## src/rtl/gpio_in_cntl_if.sv

```systemverilog
// Core data-port bus as seen by the GPIO input block: address, store data/strobe, load data.
interface gpio_in_cntl_if;
  logic [31:0] dataaddress;
  logic [31:0] writedata;
  logic        wenable;
  logic [31:0] readdata;

  modport master (output dataaddress, output writedata, output wenable, input readdata);
  modport slave  (input dataaddress, input writedata, input wenable, output readdata);
endinterface

```

## src/rtl/gpio_in_cntl.sv

```systemverilog
// Memory-mapped GPIO input port: per-pin synchroniser + debouncer, sticky W1C
// edge flags, per-bit interrupt enables and a registered level interrupt.
module gpio_in_cntl #(
  parameter int          WIDTH     = 8,
  parameter logic [31:0] BASE_ADDR = 32'h0000_8010,
  parameter int          DB_CYCLES = 16
) (
  input  logic                 clk,
  input  logic                 reset,
  gpio_in_cntl_if.slave        bus,
  input  logic [WIDTH-1:0]     pins,
  output logic                 irq
);

  localparam int CW = $clog2(DB_CYCLES + 1);
  localparam logic [CW-1:0] CNT_LAST = CW'(DB_CYCLES - 1);

  logic [WIDTH-1:0] s1_q, s1_d;
  logic [WIDTH-1:0] s2_q, s2_d;
  logic [WIDTH-1:0] deb_q, deb_d;
  logic [CW-1:0]    cnt_q [WIDTH];
  logic [CW-1:0]    cnt_d [WIDTH];
  logic [WIDTH-1:0] rise_q, rise_d;
  logic [WIDTH-1:0] fall_q, fall_d;
  logic [WIDTH-1:0] irqen_q, irqen_d;
  logic [31:0]      readdata_q, readdata_d;
  logic             irq_q, irq_d;

  logic [WIDTH-1:0] rise_p, fall_p;
  logic [WIDTH-1:0] rise_clr, fall_clr;
  logic             sel, wr;
  logic [1:0]       reg_idx;
  logic             unused_ok;

  assign sel       = (bus.dataaddress[31:4] == BASE_ADDR[31:4]);
  assign reg_idx   = bus.dataaddress[3:2];
  assign wr        = sel && bus.wenable;
  assign unused_ok = ^{bus.dataaddress[1:0], bus.writedata};

  always_comb begin
    s1_d   = pins;
    s2_d   = s1_q;
    deb_d  = deb_q;
    cnt_d  = cnt_q;
    rise_p = '0;
    fall_p = '0;
    for (int i = 0; i < WIDTH; i++) begin
      if (s2_q[i] == deb_q[i]) begin
        cnt_d[i] = '0;
      end else if (cnt_q[i] == CNT_LAST) begin
        deb_d[i]  = s2_q[i];
        cnt_d[i]  = '0;
        rise_p[i] = s2_q[i];
        fall_p[i] = ~s2_q[i];
      end else begin
        cnt_d[i] = cnt_q[i] + 1'b1;
      end
    end
  end

  always_comb begin
    rise_clr = (wr && reg_idx == 2'd1) ? bus.writedata[WIDTH-1:0] : '0;
    fall_clr = (wr && reg_idx == 2'd2) ? bus.writedata[WIDTH-1:0] : '0;
    irqen_d  = (wr && reg_idx == 2'd3) ? bus.writedata[WIDTH-1:0] : irqen_q;
    // OR-ing the pulse in after the clear means a new event always survives
    rise_d   = (rise_q & ~rise_clr) | rise_p;
    fall_d   = (fall_q & ~fall_clr) | fall_p;
    irq_d    = |((rise_q | fall_q) & irqen_q);
    readdata_d = 32'b0;
    if (sel) begin
      case (reg_idx)
        2'd0:    readdata_d = 32'(deb_q);
        2'd1:    readdata_d = 32'(rise_q);
        2'd2:    readdata_d = 32'(fall_q);
        default: readdata_d = 32'(irqen_q);
      endcase
    end
  end

  always_ff @(posedge clk or posedge reset) begin
    if (reset) begin
      s1_q       <= '0;
      s2_q       <= '0;
      deb_q      <= '0;
      rise_q     <= '0;
      fall_q     <= '0;
      irqen_q    <= '0;
      readdata_q <= '0;
      irq_q      <= 1'b0;
      for (int i = 0; i < WIDTH; i++) cnt_q[i] <= '0;
    end else begin
      s1_q       <= s1_d;
      s2_q       <= s2_d;
      deb_q      <= deb_d;
      rise_q     <= rise_d;
      fall_q     <= fall_d;
      irqen_q    <= irqen_d;
      readdata_q <= readdata_d;
      irq_q      <= irq_d;
      for (int i = 0; i < WIDTH; i++) cnt_q[i] <= cnt_d[i];
    end
  end

  assign bus.readdata = readdata_q;
  assign irq          = irq_q;

endmodule

```

## src/flat_wrapper.sv

```systemverilog
// flat-port wrapper written by rule: the top's interface ports become plain ports
module gpio_in_cntl_flat 
#(
  parameter int          WIDTH     = 8,
  parameter logic [31:0] BASE_ADDR = 32'h0000_8010,
  parameter int          DB_CYCLES = 16
)
  (clk, reset, pins, irq, bus_dataaddress, bus_writedata, bus_wenable, bus_readdata);
  gpio_in_cntl_if bus_i ();
  input  logic clk;
  input  logic reset;
  input  logic [WIDTH-1:0] pins;
  output logic irq;
  input wire logic [$bits(bus_i.dataaddress)-1:0] bus_dataaddress;
  input wire logic [$bits(bus_i.writedata)-1:0] bus_writedata;
  input wire logic [$bits(bus_i.wenable)-1:0] bus_wenable;
  output wire logic [$bits(bus_i.readdata)-1:0] bus_readdata;
  assign bus_i.dataaddress = bus_dataaddress;
  assign bus_i.writedata = bus_writedata;
  assign bus_i.wenable = bus_wenable;
  assign bus_readdata = bus_i.readdata;
  gpio_in_cntl #(.WIDTH(WIDTH), .BASE_ADDR(BASE_ADDR), .DB_CYCLES(DB_CYCLES)) u_core (.clk(clk), .reset(reset), .bus(bus_i), .pins(pins), .irq(irq));
endmodule
```

## config.mk

```make
export PLATFORM = sky130hd
export DESIGN_NAME = gpio_in_cntl_flat
export DESIGN_NICKNAME = d
export VERILOG_FILES = /design/src/rtl/gpio_in_cntl_if.sv /design/src/rtl/gpio_in_cntl.sv /design/src/flat_wrapper.sv
export SDC_FILE = /design/constraint.sdc
export NUM_CORES = 1
export LEC_CHECK = 0
export ABC_AREA = 1
export CORE_MARGIN = 4
export CORE_UTILIZATION = 46
export CTS_CLUSTER_DIAMETER = 40
export DETAILED_ROUTE_END_ITERATION = 8
export PLACE_DENSITY = 0.78
export SYNTH_ARGS = -nofsm -noshare
export SYNTH_HDL_FRONTEND = slang
export SYNTH_SLANG_ARGS = --single-unit
```

## constraint.sdc

```tcl
create_clock -name clk -period 3.7 [get_ports clk]
set_input_delay 0.74 -clock clk [delete_from_list [all_inputs] [get_ports clk]]
set_output_delay 0.74 -clock clk [all_outputs]
set_load 0.05 [all_outputs]
```

==> qor.txt <==
Register area share after synthesis - 54.7%
Most frequent cells in the layout - nand2_1 (116), dfrtp_1 (97), nor2_1 (83)
Root Driver - clkbuf_8
Measured slew at the worst slew-check pin - 0.736 ns
Total core area - 9330 µm²
Hold path startpoint - u_core.s1_q[6]
Worst Hold Class - flip-flop to flip-flop
Via density - 4.84
Sink Count - 97
Layout cell share with drive strength beyond 1 - 7.34%
Total routed wirelength - 8.70 mm
Peak VDD IR - 0.252 mV
Fmax - 0.446 GHz
Placer's final routability congestion estimate - 0.740
Final Max Tran Viols - 0
Top_reg_cell synth - dfrtp_1
Pin count of the biggest net entering global routing - 50
Port buffer count - 57
CP arrival - 1.50 ns
Post-synth EDFFs - 0
Worst setup EP type - output pin
Die area - 11300 µm²
CP delay by family, top - buffers and inverters
Largest family of logic cells by synthesized area - simple AND/OR/NAND/NOR gates
Area fraction of the dominant cell type after synthesis - 54.7%
Vias - 3393
Die Ht - 106 µm
XOR/XNOR Fraction of Synth Area - 1.58%
Fillers - 831
WHS Path Cells - 0
Max incr delay on CP - 0.80 ns
WP data required - 2.96 ns
Critical path type - flip-flop to output pin
Area fraction in and, or, nand and nor cells after synthesis - 25.0%
#FFs+latches synth - 97
WL/cell - 12.4 µm
LEAKAGE - 0.00251 µW
Met3 usage - 5.28%
GR peak layer - met2
Setup violators final - 0
Clock Tree Buf Depth - 2
DRT Pass-1 Iters - 5
CTS Buf Count - 9
# resized after CTS - 0
P&R area growth vs syn - 18.5%
Clk Latency, worst-skew pair - 0.37 ns
Asr flop ratio synth - 100%
Most common cell after layout, fill and taps aside - nand2_1
Multi-input combinational cell area - 1630 µm²
Buf/Inv on CP - 1
Max-Cap Viols - 0
Post-CTS Setup Inserts - 0
DR iter-0 viols - 181
Die X - 106 µm
CTS Hold Bufs - 0
Register area - 2430 µm²
Mapped Avg Cell Area - 8.80 µm²
Core Rows - 35
Routing usage on met2 - 28.1%
R2r setup slk - 2.32 ns
Slowest cell on the critical path - clkdlybuf4s50_1
Global route total overflow - 0
Fin util - 56.4%
Fin. Hold Viols - 0
Netlist area before placement - 4440 µm²
PwrDens - 385 nW/µm²
H-tree depth - 3
CP max FO - 1
Post-Synth Adder-Cell Area - 2.26%
End of the worst register-to-register path - u_core.cnt_q[3]
ANT cells - 0
Hold EP - u_core.s2_q[6]
Layout Skew - 0.00897 ns
CP cell instances - clkdlybuf4s50_1
Setup TNS - 0 ns
GRT Util Overall - 16.4%
Critical path launch point type - flip-flop
Synth Instances - 504
Met1 GRT Util - 19.8%
Tmin final - 2.24 ns
Tcrit/Tclk final - 60.6%
Outcome - complete, no violations
Top area cells in the synthesized netlist - dfrtp_1 (55%), nand2_1 (9.8%), nor2_1 (7.0%), inv_1 (5.2%), buf_4 (4.2%)
DRC - 0
First-pass GRT wire length - 14.9 mm
I/O pins - 108
Post-synth top area cell - dfrtp_1
Post-route antenna net violation count - 0
Worst-path clk slew - 0.09 ns
Synth warn - 0
Final nets - 650
Mux cell area share after synthesis - 0%
CTS tree - yes
RSZ-0062 raised after global routing - false
Compound-Gate Fraction of Synth Area - 5.98%
Max transition margin - 50.8%
Vias in the first global route - 3343
Final HPWL DP - 6.35 mm
Initial antenna violation count - 0
Effective utilization at floorplan - 47.6%
R2r worst-path depth - 8
Unique masters post-synth - 28
Reg-to-Reg Start - u_core.cnt_q[0]
==> flip-flops by register name, summed over array words and instances (netlist names) <==
signal	flops
u_core.bus.readdata	8
u_core.cnt_q	40
u_core.deb_q	8
u_core.fall_q	8
u_core.irq	1
u_core.irqen_q	8
u_core.rise_q	8
u_core.s1_q	8
u_core.s2_q	8
==> per-stage QoR <==
| step | std cells | setup slack, ns | hold slack, ns | cell area, µm² | total power, µW |
|---|---|---|---|---|---|
| floorplan | 527 | 0.426 | 0.331 | 4520 | 1280 |
| global placement | 685 | 1.28 | 0.333 | 5050 | 1340 |
| detailed placement | 685 | 1.25 | 0.336 | 5050 | 1350 |
| CTS | 701 | 1.42 | 0.361 | 5260 | 2050 |
| global route | 701 | 1.39 | 0.373 | 5260 | 2120 |
| finish | 701 | 1.46 | 0.356 | 5260 | 2020 |
==> area by class of cell <==
class                   count  share of cell area, %
repair buffers             59                   11.1
clock buffers              10                   2.62
clock inverters             6                   1.26
multi-input cells         335                   31.1
flip-flops and latches     97                   46.2
inverters                  65                   4.67
well taps                 129                   3.07
==> metal layers <==
layer	part of all wire (%)	wire, µm
met1	41	3580
met2	49	4300
met5	0	0
met4	1.1	92
met3	8.4	730
==> worst max path at each step <==
stage / startpoint / end / slack, ns / cells past startpoint
after global routing: u_core.bus.readdata[6] / bus_readdata[6] / 1.39 / 1
final: u_core.bus.readdata[2] / bus_readdata[2] / 1.46 / 1
after CTS: u_core.bus.readdata[6] / bus_readdata[6] / 1.42 / 1
after global placement: bus_dataaddress[10] / u_core.irqen_q[2] / 1.28 / 9
after floorplan: reset / u_core.bus.readdata[0] / 0.43 / 1
after detailed placement: bus_dataaddress[15] / u_core.irqen_q[4] / 1.25 / 8
==> cells in the mapped netlist (2+ instances only) <==
cell type / count
nand2_1: 116
o21ai_2: 8
a221oi_1: 8
dfrtp_1: 97
nor3b_1: 7
nand2_2: 5
inv_1: 62
buf_2: 2
o21ai_0: 24
nor3_1: 9
ha_1: 8
nand4_1: 18
inv_2: 2
buf_4: 25
xor2_1: 8
nor2_1: 83
nor2_2: 4
nand3_1: 8
==> kinds of logic after synthesis <==
| group | Yosys count |
|---|---|
| AND/OR/NAND/NOR | 254 |
| flip-flops | 97 |
| buffers and inverters | 95 |
| AO/OA/AOI/OAI | 41 |
| XOR/XNOR | 8 |
| adder cells (fa/ha/maj) | 8 |
| other | 1 |
==> power breakdown <==
part	internal, µW	total (µW)	switching, µW
clock	332	702	370
sequential	1090	1110	18.4
combinational	76.5	216	139
total	1500	2020	528
(Power assumes the default switching activity.)
